===== src/rtl/branch_resolve_ctrl_pkg.sv =====
// Shared constants for the branch resolution controller: the B-type opcode and recovery FSM states.
package branch_resolve_ctrl_pkg;

`ifndef Btype
`define Btype 7'b1100011
`endif

    localparam logic [6:0] BTYPE_OP = `Btype;

    typedef enum logic {
        RUN     = 1'b0,
        RECOVER = 1'b1
    } state_t;

endpackage


===== src/rtl/branch_resolve_ctrl_pipe.sv =====
// br_pred_pipe: carries {valid, predicted-taken} for each fetched instruction from IF through ID to EXE.
// The pipe holds while stalled. A flush clears both valid bits.
module br_pred_pipe (
    input  logic clk,
    input  logic rst,
    input  logic stall,
    input  logic flush,
    input  logic valid_IF,
    input  logic pred_taken_IF,
    output logic v_exe,
    output logic p_exe
);
    logic v_id_reg;
    logic p_id_reg;
    logic v_exe_reg;
    logic p_exe_reg;

    always_ff @(posedge clk or posedge rst) begin
        if (rst) begin
            v_id_reg  <= 1'b0;
            p_id_reg  <= 1'b0;
            v_exe_reg <= 1'b0;
            p_exe_reg <= 1'b0;
        end else if (!stall) begin
            // Flush wins over the normal shift: both slots become bubbles.
            v_id_reg  <= flush ? 1'b0 : valid_IF;
            p_id_reg  <= pred_taken_IF;
            v_exe_reg <= flush ? 1'b0 : v_id_reg;
            p_exe_reg <= p_id_reg;
        end
    end

    assign v_exe = v_exe_reg;
    assign p_exe = p_exe_reg;
endmodule


===== src/rtl/branch_resolve_ctrl.sv =====
// Branch resolution and recovery: compares the carried prediction with the EXE outcome, then flushes, redirects and trains the predictor.
// Optional performance counters are built only when PERF_CNT_EN is defined.
module branch_resolve_ctrl
    import branch_resolve_ctrl_pkg::*;
#(
    parameter int PC_W  = 32,
    parameter int CNT_W = 32
) (
    input  logic             clk,
    input  logic             rst,
    input  logic             Istall,
    input  logic             Dstall,
    input  logic             valid_IF,
    input  logic             pred_taken_IF,
    input  logic [6:0]       opcode_EXE,
    input  logic             jump_sel,
    input  logic [PC_W-1:0]  pc_EXE,
    input  logic [PC_W-1:0]  target_EXE,
    output logic             flush_IF,
    output logic             flush_ID,
    output logic             redirect,
    output logic [PC_W-1:0]  redirect_pc,
    output logic             upd_en,
    output logic             upd_taken,
    output logic [CNT_W-1:0] br_cnt,
    output logic [CNT_W-1:0] mis_cnt
);
    state_t state_reg;
    logic   stall;
    logic   v_exe;
    logic   p_exe;
    logic   is_br;
    logic   mis;
    logic   flush_now;
    logic   upd_fire;
    logic   upd_en_reg;
    logic   upd_taken_reg;

    assign stall = Istall | Dstall;

    br_pred_pipe u_pipe (
        .clk           (clk),
        .rst           (rst),
        .stall         (stall),
        .flush         (flush_now),
        .valid_IF      (valid_IF),
        .pred_taken_IF (pred_taken_IF),
        .v_exe         (v_exe),
        .p_exe         (p_exe)
    );

    assign is_br = v_exe & (opcode_EXE == BTYPE_OP);
    assign mis   = is_br & (p_exe != jump_sel);

    // In RECOVER the EXE slot is a bubble, so resolution is masked there.
    assign flush_now = (state_reg == RUN) & mis & ~stall;
    assign upd_fire  = (state_reg == RUN) & is_br & ~stall;

    assign flush_IF    = flush_now;
    assign flush_ID    = flush_now;
    assign redirect    = flush_now;
    assign redirect_pc = !flush_now ? '0 :
                         jump_sel   ? target_EXE : (pc_EXE + PC_W'(4));

    always_ff @(posedge clk or posedge rst) begin
        if (rst) begin
            state_reg     <= RUN;
            upd_en_reg    <= 1'b0;
            upd_taken_reg <= 1'b0;
        end else begin
            upd_en_reg    <= upd_fire;
            upd_taken_reg <= upd_fire & jump_sel;
            if (!stall) begin
                case (state_reg)
                    RUN:     if (mis) state_reg <= RECOVER;
                    RECOVER: state_reg <= RUN;
                    default: state_reg <= RUN;
                endcase
            end
        end
    end

    assign upd_en    = upd_en_reg;
    assign upd_taken = upd_taken_reg;

`ifdef PERF_CNT_EN
    // Slot 0 counts resolved branches, slot 1 counts mispredicts; both saturate.
    logic [1:0]       cnt_inc;
    logic [CNT_W-1:0] cnt_reg [2];

    assign cnt_inc = {flush_now, upd_fire};

    for (genvar gi = 0; gi < 2; gi++) begin : g_cnt
        always_ff @(posedge clk or posedge rst) begin
            if (rst)
                cnt_reg[gi] <= '0;
            else if (cnt_inc[gi] && (cnt_reg[gi] != {CNT_W{1'b1}}))
                cnt_reg[gi] <= cnt_reg[gi] + CNT_W'(1);
        end
    end

    assign br_cnt  = cnt_reg[0];
    assign mis_cnt = cnt_reg[1];
`else
    assign br_cnt  = '0;
    assign mis_cnt = '0;
`endif
endmodule


===== config.mk =====
export PLATFORM = sky130hd
export DESIGN_NAME = branch_resolve_ctrl
export DESIGN_NICKNAME = d
export VERILOG_FILES = /design/src/rtl/branch_resolve_ctrl_pkg.sv /design/src/rtl/branch_resolve_ctrl_pipe.sv /design/src/rtl/branch_resolve_ctrl.sv
export SDC_FILE = /design/constraint.sdc
export NUM_CORES = 1
export LEC_CHECK = 0
export ABC_CLOCK_PERIOD_IN_PS = 5550
export CORE_UTILIZATION = 33
export CTS_CLUSTER_DIAMETER = 60
export DETAILED_ROUTE_END_ITERATION = 7
export GPL_TIMING_DRIVEN = 0
export PLACE_DENSITY = 0.87
export RECOVER_POWER = 100
export SKIP_CTS_REPAIR_TIMING = 1
export SKIP_LAST_GASP = 1
export SYNTH_ARGS = -nofsm -noshare
export SYNTH_HDL_FRONTEND = slang
export SYNTH_SLANG_ARGS = --single-unit

===== constraint.sdc =====
create_clock -name clk -period 5.55 [get_ports clk]
set_input_delay 0.8325 -clock clk [delete_from_list [all_inputs] [get_ports clk]]
set_output_delay 0.8325 -clock clk [all_outputs]
set_load 0.02 [all_outputs]

; ---- Word-level counts from Yosys, hierarchy flattened
; Cells that the tools add are included.
[op_classes]
add_sub_neg = 1
n_div = 0
shifts = 0
bitwise_logic = 10
magnitude_cmp = 0
mul = 0
eq_ne = 2
muxes = 6
reduce_logical = 0
[ops]
columns = cell, count
row1 = two-way mux 32 bit, 2
row2 = "adder 32 x 3 -> 32 bit, second input constant", 1
row3 = bitwise AND 1 bit, 7
row4 = "equality test 7 bit, second input constant", 1
row5 = two-way mux 1 bit, 3
row6 = inverter 1 bit, 2
row7 = case mux 1 bit (2 select lines), 1
row8 = inequality test 1 bit, 1
row9 = bitwise OR 1 bit, 1
[word_totals]
ramBits = 0
out_inout_bits = 101
regBits = 7
latchBits = 0
rom_bits = 0
word_cells = 26
memories = 0
in_bits = 78

; ---- Logic depth before layout (Yosys ltp)
[depth]
ltp_word = 6
depth_mapped = 7
ltp_nobuf = 6

; ---- Hierarchy
; A second synthesis with hierarchy kept.
[unflattened]
hier_cells = 270
hier_area_um2 = 1876.8
[modules_own_cells]
columns = mod, area_each_um2, cells_per_inst, seq_area_each_um2, n_inst
row1 = branch_resolve_ctrl, 1720.4, 257, 75.1, 1
row2 = br_pred_pipe, 156.4, 13, 100.1, 1

; ---- Least setup slack after synthesis
; No wires, ideal clock.
[synth_timing]
kind = input to output
startpoint = in pc_EXE[2]
endpoint = out redirect_pc[24]
setup_slack_ps = 2258
t_required_ps = 4718
n_path_buf = 0
arrival_time_ps = 2460
stages = 6
path_cell_list = ha_1 > nand3_2 > nor4_4 > nand4_1 > xor2_1 > a211oi_1
[synth_via]
elab_chain_cells = 3
[synth_lines]
columns = item, line
row1 = "start, declared", branch_resolve_ctrl.sv:17  ; input logic [PC_W-1:0] pc_EXE,
row2 = adder 32 x 3 -> 32 bit, branch_resolve_ctrl.sv:63  ; jump_sel ? target_EXE : (pc_EXE + PC_W'(4));
row3 = two-way mux 32 bit, branch_resolve_ctrl.sv:63
row4 = two-way mux 32 bit, branch_resolve_ctrl.sv:62  ; assign redirect_pc = !flush_now ? '0 :
row5 = "end, declared", branch_resolve_ctrl.sv:22  ; output logic [PC_W-1:0] redirect_pc,
; Every way passes these cells.

; ---- Final worst setup path
[layout_timing]
startpoint = in Dstall
endpoint = out redirect
[layout_via]
elab_chain_cells = 3
[layout_lines]
columns = item, line
row1 = "start, declared", branch_resolve_ctrl.sv:12  ; input logic Dstall,
row2 = bitwise OR 1 bit, branch_resolve_ctrl.sv:39  ; assign stall = Istall | Dstall;
row3 = inverter 1 bit, branch_resolve_ctrl.sv:56  ; assign flush_now = (state_reg == RUN) & mis & ~stall;
row4 = bitwise AND 1 bit, branch_resolve_ctrl.sv:56
row5 = "end, declared", branch_resolve_ctrl.sv:21  ; output logic redirect,
; Every way passes these cells.

==> results.yml <==
status:
  status: "completed"
finish:
  area_delta_synth_final_pct: 79.44
  nets: 511
  drive_above_1_share: 0.1926
  diodes: 0
  fillers: 500
setup_path:
  path_class: "in -> out"
  crit_family: "buffers and inverters"
  crit_path_max_fanout: 10
  worstPathArrival_ns: 4.00
  crit_chain: "dlygate4sd3_1 -> nor2_1 -> nand3_1 -> nor4_4 -> nand2_1 -> clkbuf_1 -> clkinvlp_2 -> buf_4 -> dlygate4sd3_1"
  r2r-start: "state_reg"
  path_buf_inv: 5
  crit_path_frequent_cell: "dlygate4sd3_1"
  crit_path_end_kind: "output port"
  cp-start-kind: "input port"
  critPathLaunch: "Dstall"
  slowest_stage: "dlygate4sd3_1"
  regToRegSetupSlack_ns: 3.43
  slowest_delay_ns: 0.66
  cp.required_ns: 4.72
yosys:
  ys_ff_latch: 7
  synth_area_sq_um: 1868
  yosys.area.top_type: "buf_4"
  synth.avg_cell_area_sq_um: 7.442
  synth_commonest_cells: "buf_4, nor2_1, xor2_1"
  ys_warn_count: 0
  yosysSeqAreaShare: 0.09377
  netlist_top_cells_area: "buf_4, dfrtp_1, xor2_1"
  synth_cell_types: 41
  async_reset_ff_frac: 1.000
  yosysMostFrequentCell: "buf_4"
  ys.flop_type: "dfrtp_1"
  syn_inst: 251
  synth_top_area_share: 0.2652
  synth_edf_count: 0
routing:
  ant_nets: 0
  finalWirelength_mm: 5.872
  drt-wirelength-per-cell_um: 11.67
  first_pass_iters: 6
  drc: 0
  vias: 2121
  vias_per_cell: 4.217
  drt-initial-drc-count: 53
floorplanning:
  core_area_sq_um: 5473
  row_count: 27
  chipHeight_um: 77.24
  die_w_um: 77.24
  die_area_sq_um: 5965
  start_util: 0.3413
  ioPinCount: 179
sta:
  worst_pin_slew_ns: 0.8665
  skew_ns: 0.004212
  setup_total_negative_slack_ns: 0
  fmax_mhz: 207.0
  rsz0062_at_grt: "false"
  slew_viol_final: 0
  period_minus_slack_ns: 4.830
  slew_headroom: 0.4179
  finalHoldViolCount: 0
  fin_hold_ws_ns: 0.4846
  min_period_over_period: 0.8703
  finalWorstSetupSlack_ns: 0.7197
  setup_viol: 0
clock_network:
  cts_tree: "yes"
  clkSlewWorstSetupHoldPaths_ns: 0.04
  clk_latency_ns: 0.22
  cts_buffers: 3
  cts_buffer_depth: 2
  cts_max_level: 1
  cts.sinks: 7
  cts_root_buf: "clkbuf_8"
grt:
  grt_max_degree: 11
  track_usage: 0.1885
  overflow: 0
  antenna_found_initial: 0
  grt_pass1_vias: 1985
  grt_pass1_wl_mm: 9.114
placed_design:
  gp_congestion: 0.8410
  preCtsSetupSlack_ns: 1.182
  dpl.hpwl_mm: 5.091
  io_buffers: 113
power_and_ir_drop:
  intPower_mw: 0.2027
  cellPowerDensity_nw_per_um2: 93.52
  clkPwrFrac: 0.220
  pwr-share-comb: 0.592
  swShare: 0.3532
  ir_drop_mv: 0.06907
  netSwitchingPower_mw: 0.1107
  p_leak_nw: 1.677
  p_seq_frac: 0.188
hold_path:
  hp-class: "reg -> reg"
  hold_start: "u_pipe.v_id_reg"
job:
  maxCapViolations: 0
-- cell type report --
type,instances,area [sq um],share of cell area
sequential,7,175.2,0.05226
tap,72,90.09,0.02688
timing repair buffer,113,1131,0.3374
buffer,75,536.8,0.1601
inverter,6,23.77,0.007092
clock buffer,4,45.04,0.01344
multi-input combinational,226,1350,0.4028
-- power by group through the flow --
stage               Combinational (mW)  Clock (mW)  Sequential, mW
finish                           0.186      0.0689          0.0589
global route                     0.200      0.0752          0.0593
CTS                              0.185      0.0699          0.0588
detailed placement               0.184           0          0.0594
global placement                 0.182           0          0.0592
floorplan                        0.113           0          0.0586
-- path summary, 6_finish.rpt --
path,to,depth (start not counted)
max,redirect,9
min in group asynchronous,upd_en,2
max in group asynchronous,u_pipe.v_id_reg,2
min,u_pipe.v_exe,1
min reg2reg,u_pipe.v_exe,1
max reg2reg,u_pipe.v_id_reg,5
-- cell families after synthesis --
family,Yosys count,synth area share
XOR/XNOR,29,0.1360
AND/OR/NAND/NOR,94,0.2860
flip-flops,7,0.09377
adder cells (fa/ha/maj),1,0.006697
buffers and inverters,81,0.3048
multiplexers,9,0.04890
AO/OA/AOI/OAI,29,0.1219
other,1,0.002007
-- layer usage --
| layer | wire length [um] | share of wire | global-route usage | vias up |
|---|---|---|---|---|
| met5 | 0 | 0 | 0 | - |
| met4 | 38 | 0.0065 | 0.03019 | 0 |
| met3 | 400 | 0.068 | 0.03571 | 4 |
| met2 | 3125 | 0.53 | 0.3805 | 94 |
| met1 | 2306 | 0.39 | 0.2000 | 936 |
| li1 | - | - | - | 1087 |
-- cell usage in the layout (no fill, tap or decap), types with 2 or more instances in the layout --
master,instances
a211oi_1,12
a211oi_2,2
a21oi_1,4
a31o_1,2
a32o_1,2
and3_1,6
and4_1,2
buf_4,66
clkbuf_1,8
clkbuf_8,3
clkdlybuf4s50_1,80
conb_1,64
dfrtp_1,7
dlygate4sd3_1,33
inv_1,5
mux2i_1,8
nand2_1,14
nand3_1,11
nand4_1,7
nor2_1,38
nor2b_1,3
nor3_1,2
nor4_4,2
o211a_1,4
o21ai_0,3
xnor2_1,12
xor2_1,17
-- stage by stage --
step	std cells	cell area (sq um)	power (mW)	util
floorplan	314	2105	0.1714	-
global route	503	3352	0.3346	0.6125
finish	503	3352	0.3135	0.6125
global placement	499	3326	0.2411	0.6077
detailed placement	499	3326	0.2439	0.6077
CTS	503	3371	0.3136	0.6159
(Power assumes the default switching activity.)
==> edit 1, RTL diff (same settings) <==
Add a define of `PERF_CNT_EN`.
--- a/src/rtl/branch_resolve_ctrl.sv
+++ b/src/rtl/branch_resolve_ctrl.sv
@@ -2,2 +2,4 @@
 // Optional performance counters are built only when PERF_CNT_EN is defined.
+`define PERF_CNT_EN
+
 module branch_resolve_ctrl
Check against the original RTL: not equivalent (Yosys sat finds a counterexample within 4 cycles, from zero or initial values and one cycle with rst high).
==> edit 1 against the unedited design <==
The flow now finishes with violations (max-capacitance violations, max-slew violations); maximum frequency decreased by 2.3%; routed wire length increased by 130%; area after synthesis increased by 140%; cell area increased by 100%; hold slack improved by 0.0091 ns; sequential cell count increased by 64; final cell count increased by 74%; setup slack got worse by 0.12 ns; power increased to 4.2 times the old value.
==> edit 1: results (changes against the unedited design) <==
Outcome
  – Status: finished, violations left (was finished clean)
  – Violated checks: max-capacitance violations, max-slew violations

Logic synthesis
  – Syn avg cell area: 8.92 um^2 (was 7.44 um^2)
  – Post-synthesis xor/xnor area fraction: 16.5% (was 13.6%)
  – Sequential share of the synthesized area: 39.4% (was 9.38%)
  – Synth unique cells: 47 (was 41)
  – Top cells by area, synth: dfrtp_1 (39%), xnor2_1 (10%), xor2_1 (6.0%) (was buf_4 (27%), dfrtp_1 (9.4%), xor2_1 (8.0%))

Placement
  – Placed cells: 859 (was 499)
  – RePlAce Congestion: 0.857 (was 0.841)
  – Final HPWL DP: 10.5 mm (was 5.09 mm)
  – Placed Instance Area: 6510 um^2 (was 3330 um^2)
  – I/O Buffers: 177 (was 113)

Drt
  – DR WL met3: 666 um (was 400 um)
  – Drt pass-1 iters: 4 (was 6)
  – Met1 wire length: 5.90 mm (was 2.31 mm)
  – DR vias: 4566 (was 2121)
  – Met2 WL post-DR: 6.76 mm (was 3.13 mm)
  – DRT iter0 DRCs: 253 (was 53)

Layout
  – Sequential cell count: 71 (was 7)
  – Non-clock buffer count: 196 (was 188)
  – Layout cells sized above 1: 4.72% (was 19.3%)
  – Clock buffers: 11 (was 4)
  – #MultiIn Comb: 400 (was 226)
  – Layout non-clock buf frac: 27.1% (was 49.8%)

Global routing
  – First-pass GRT wire length: 22.1 mm (was 9.11 mm)
  – GRT met1 Usage: 23.7% (was 20.0%)
  – GR Util All Layers: 19.5% (was 18.9%)
  – Pin count of the biggest net entering global routing: 72 (was 11)

Clocking
  – Num CTS Buffers: 9 (was 3)
  – Root Buffer: clkbuf_16 (was clkbuf_8)

Pwr
  – VDD IR max: 135 uV (was 69.1 uV)
  – Leakage: 3.04 nW (was 1.68 nW)

STA
  – Final Max Tran Viols: 72 (was 0)

Worst setup path
  – CP max FO: 12 (was 10)
  – Crit path DAT: 4.11 ns (was 4.00 ns)

Run
  – MaxCap Viol Count: 1 (was 0)
edit 1: changes by cell type after synthesis, moves of 17 or more:
cell | before | now
nand2_1 | 13 | 42
buf_4 | 66 | 2
nand4_1 | 7 | 31
nand3_1 | 11 | 33
xnor2_1 | 12 | 54
dfrtp_1 | 7 | 71
a21oi_1 | 4 | 26
o21ai_0 | 3 | 27
nor3_1 | 1 | 32
nor4_1 | 0 | 17
edit 1: worst paths after layout:
check	startpoint	endpoint	slack (ns)	cells past startpoint
worst max-delay path	Dstall	redirect_pc[25]	0.60	9
worst min-delay path	mis_cnt[31]	mis_cnt[31]	0.49	1
worst max register to register	state_reg	mis_cnt[13]	2.82	5
worst min register to register	mis_cnt[31]	mis_cnt[31]	0.49	1
max in group asynchronous	rst	u_pipe.v_id_reg	2.29	2
min in group asynchronous	rst	br_cnt[16]	1.88	2
edit 1: power by group:
part	total [mW]	switching [mW]	internal (mW)
combinational	0.126	0.0573	0.0684
sequential	0.528	0.00411	0.523
clock	0.679	0.216	0.463
==> edit 2, RTL diff (config.mk and constraints unchanged) <==
Made on the original files. Register the input `target_EXE` before use. The logic sees it one clock later. The other inputs are not delayed to match.
--- a/src/rtl/branch_resolve_ctrl.sv
+++ b/src/rtl/branch_resolve_ctrl.sv
@@ -27,2 +27,9 @@
 );
+
+    logic [PC_W-1:0] target_EXE_q;
+
+    always_ff @(posedge clk) begin
+        target_EXE_q <= target_EXE;
+    end
+
     state_t state_reg;
@@ -62,3 +69,3 @@
     assign redirect_pc = !flush_now ? '0 :
-                         jump_sel   ? target_EXE : (pc_EXE + PC_W'(4));
+                         jump_sel   ? target_EXE_q : (pc_EXE + PC_W'(4));
 
Check against the original RTL: not equivalent (a bounded check fails within 4 cycles, from zero or initial values and one cycle with rst high).
==> edit 2 against the unedited design <==
Routed wire length grew 23%; critical path type unchanged; area after synthesis increased by 35%; cell area up 22%; sequential cell count increased by 32; setup slack improved by 0.053 ns; power rose by 120%; sequential power grew to 5.2 times the old value; largest power group is now sequential cells; register-to-register slack improved by 0.08 ns.
==> edit 2: results (changes against the unedited design) <==
Outcome
  – Status: finished clean (unchanged)

Worst setup path
  – Crit path DAT: 3.94 ns (was 4.00 ns)
  – RR Startpoint: u_pipe.v_exe (was state_reg)
  – R2R depth: 6 (was 5)
  – CP max stage delay: 0.69 ns (was 0.66 ns)
  – RR Endpoint: state_reg (was u_pipe.v_id_reg)

Drt
  – Drt pass-1 iters: 4 (was 6)
  – DRT iter0 DRCs: 93 (was 53)
  – Met2 WL post-DR: 3.70 mm (was 3.13 mm)

STA
  – Slew margin rel.: 49.6% (was 41.8%)
  – Worst Skew: 0.00104 ns (was 0.00421 ns)
  – Fin Hold WS: 0.505 ns (was 0.485 ns)

Pwr
  – Leakage: 2.00 nW (was 1.68 nW)
  – Clock share of power: 27.4% (was 22.0%)
  – Share of power burned in registers: 44.4% (was 18.8%)
  – VDD IR max: 138 uV (was 69.1 uV)

Clocking
  – Worst skew pair latency: 0.28 ns (was 0.22 ns)
  – Clock transition at path regs: 0.07 ns (was 0.04 ns)

Logic synthesis
  – Multiplexer share of the synthesized area: 5.65% (was 4.89%)
  – Adder-cell area share of the yosys netlist: 0.496% (was 0.670%)
  – Post-synth top cells: buf_4 (66), nor2_1 (38), dfxtp_1 (32) (was buf_4 (66), nor2_1 (37), xor2_1 (17))
  – Synth async-reset ratio: 17.9% (was 100%)
  – #FFs+latches synth: 39 (was 7)

Layout
  – Layout non-clock buf frac: 41.0% (was 49.8%)
  – Multi-input combinational area share: 33.5% (was 40.3%)
  – Fillers: 674 (was 500)
  – Final clock-cell share: 1.99% (was 1.34%)
  – #MultiIn Comb: 240 (was 226)

Global routing
  – Pin count of the biggest net entering global routing: 12 (was 11)

Placement
  – Final HPWL DP: 5.92 mm (was 5.09 mm)
  – I/O Buffers: 114 (was 113)
-- edit 2: cell count changes in the layout (fill, tap and decap cells not counted), moves of 4 or more --
| cell | unedited run | this run |
|---|---|---|
| a211oi_1 | 12 | 7 |
| a21oi_1 | 4 | 16 |
| clkdlybuf4s50_1 | 80 | 45 |
| dfxtp_1 | 0 | 32 |
| dlygate4sd3_1 | 33 | 69 |
| mux2i_1 | 8 | 12 |
| nand3_1 | 11 | 18 |
| nor4_1 | 0 | 4 |
| xnor2_1 | 12 | 5 |
-- edit 2: tightest hold or removal path, delay by kind of cell, from the launching register on --
family	cells	cell delay, ns
AOI/OAI and AO/OA	1	0.08
and+or+nand+nor	1	0.06
DFF	1	0.34
-- edit 2: layer usage --
metal,GRT usage [%],vias to the layer above
met1,19.2,1087
met2,33.1,137
met3,4.99,5
li1,-,1256
met5,0,-
met4,4.33,0
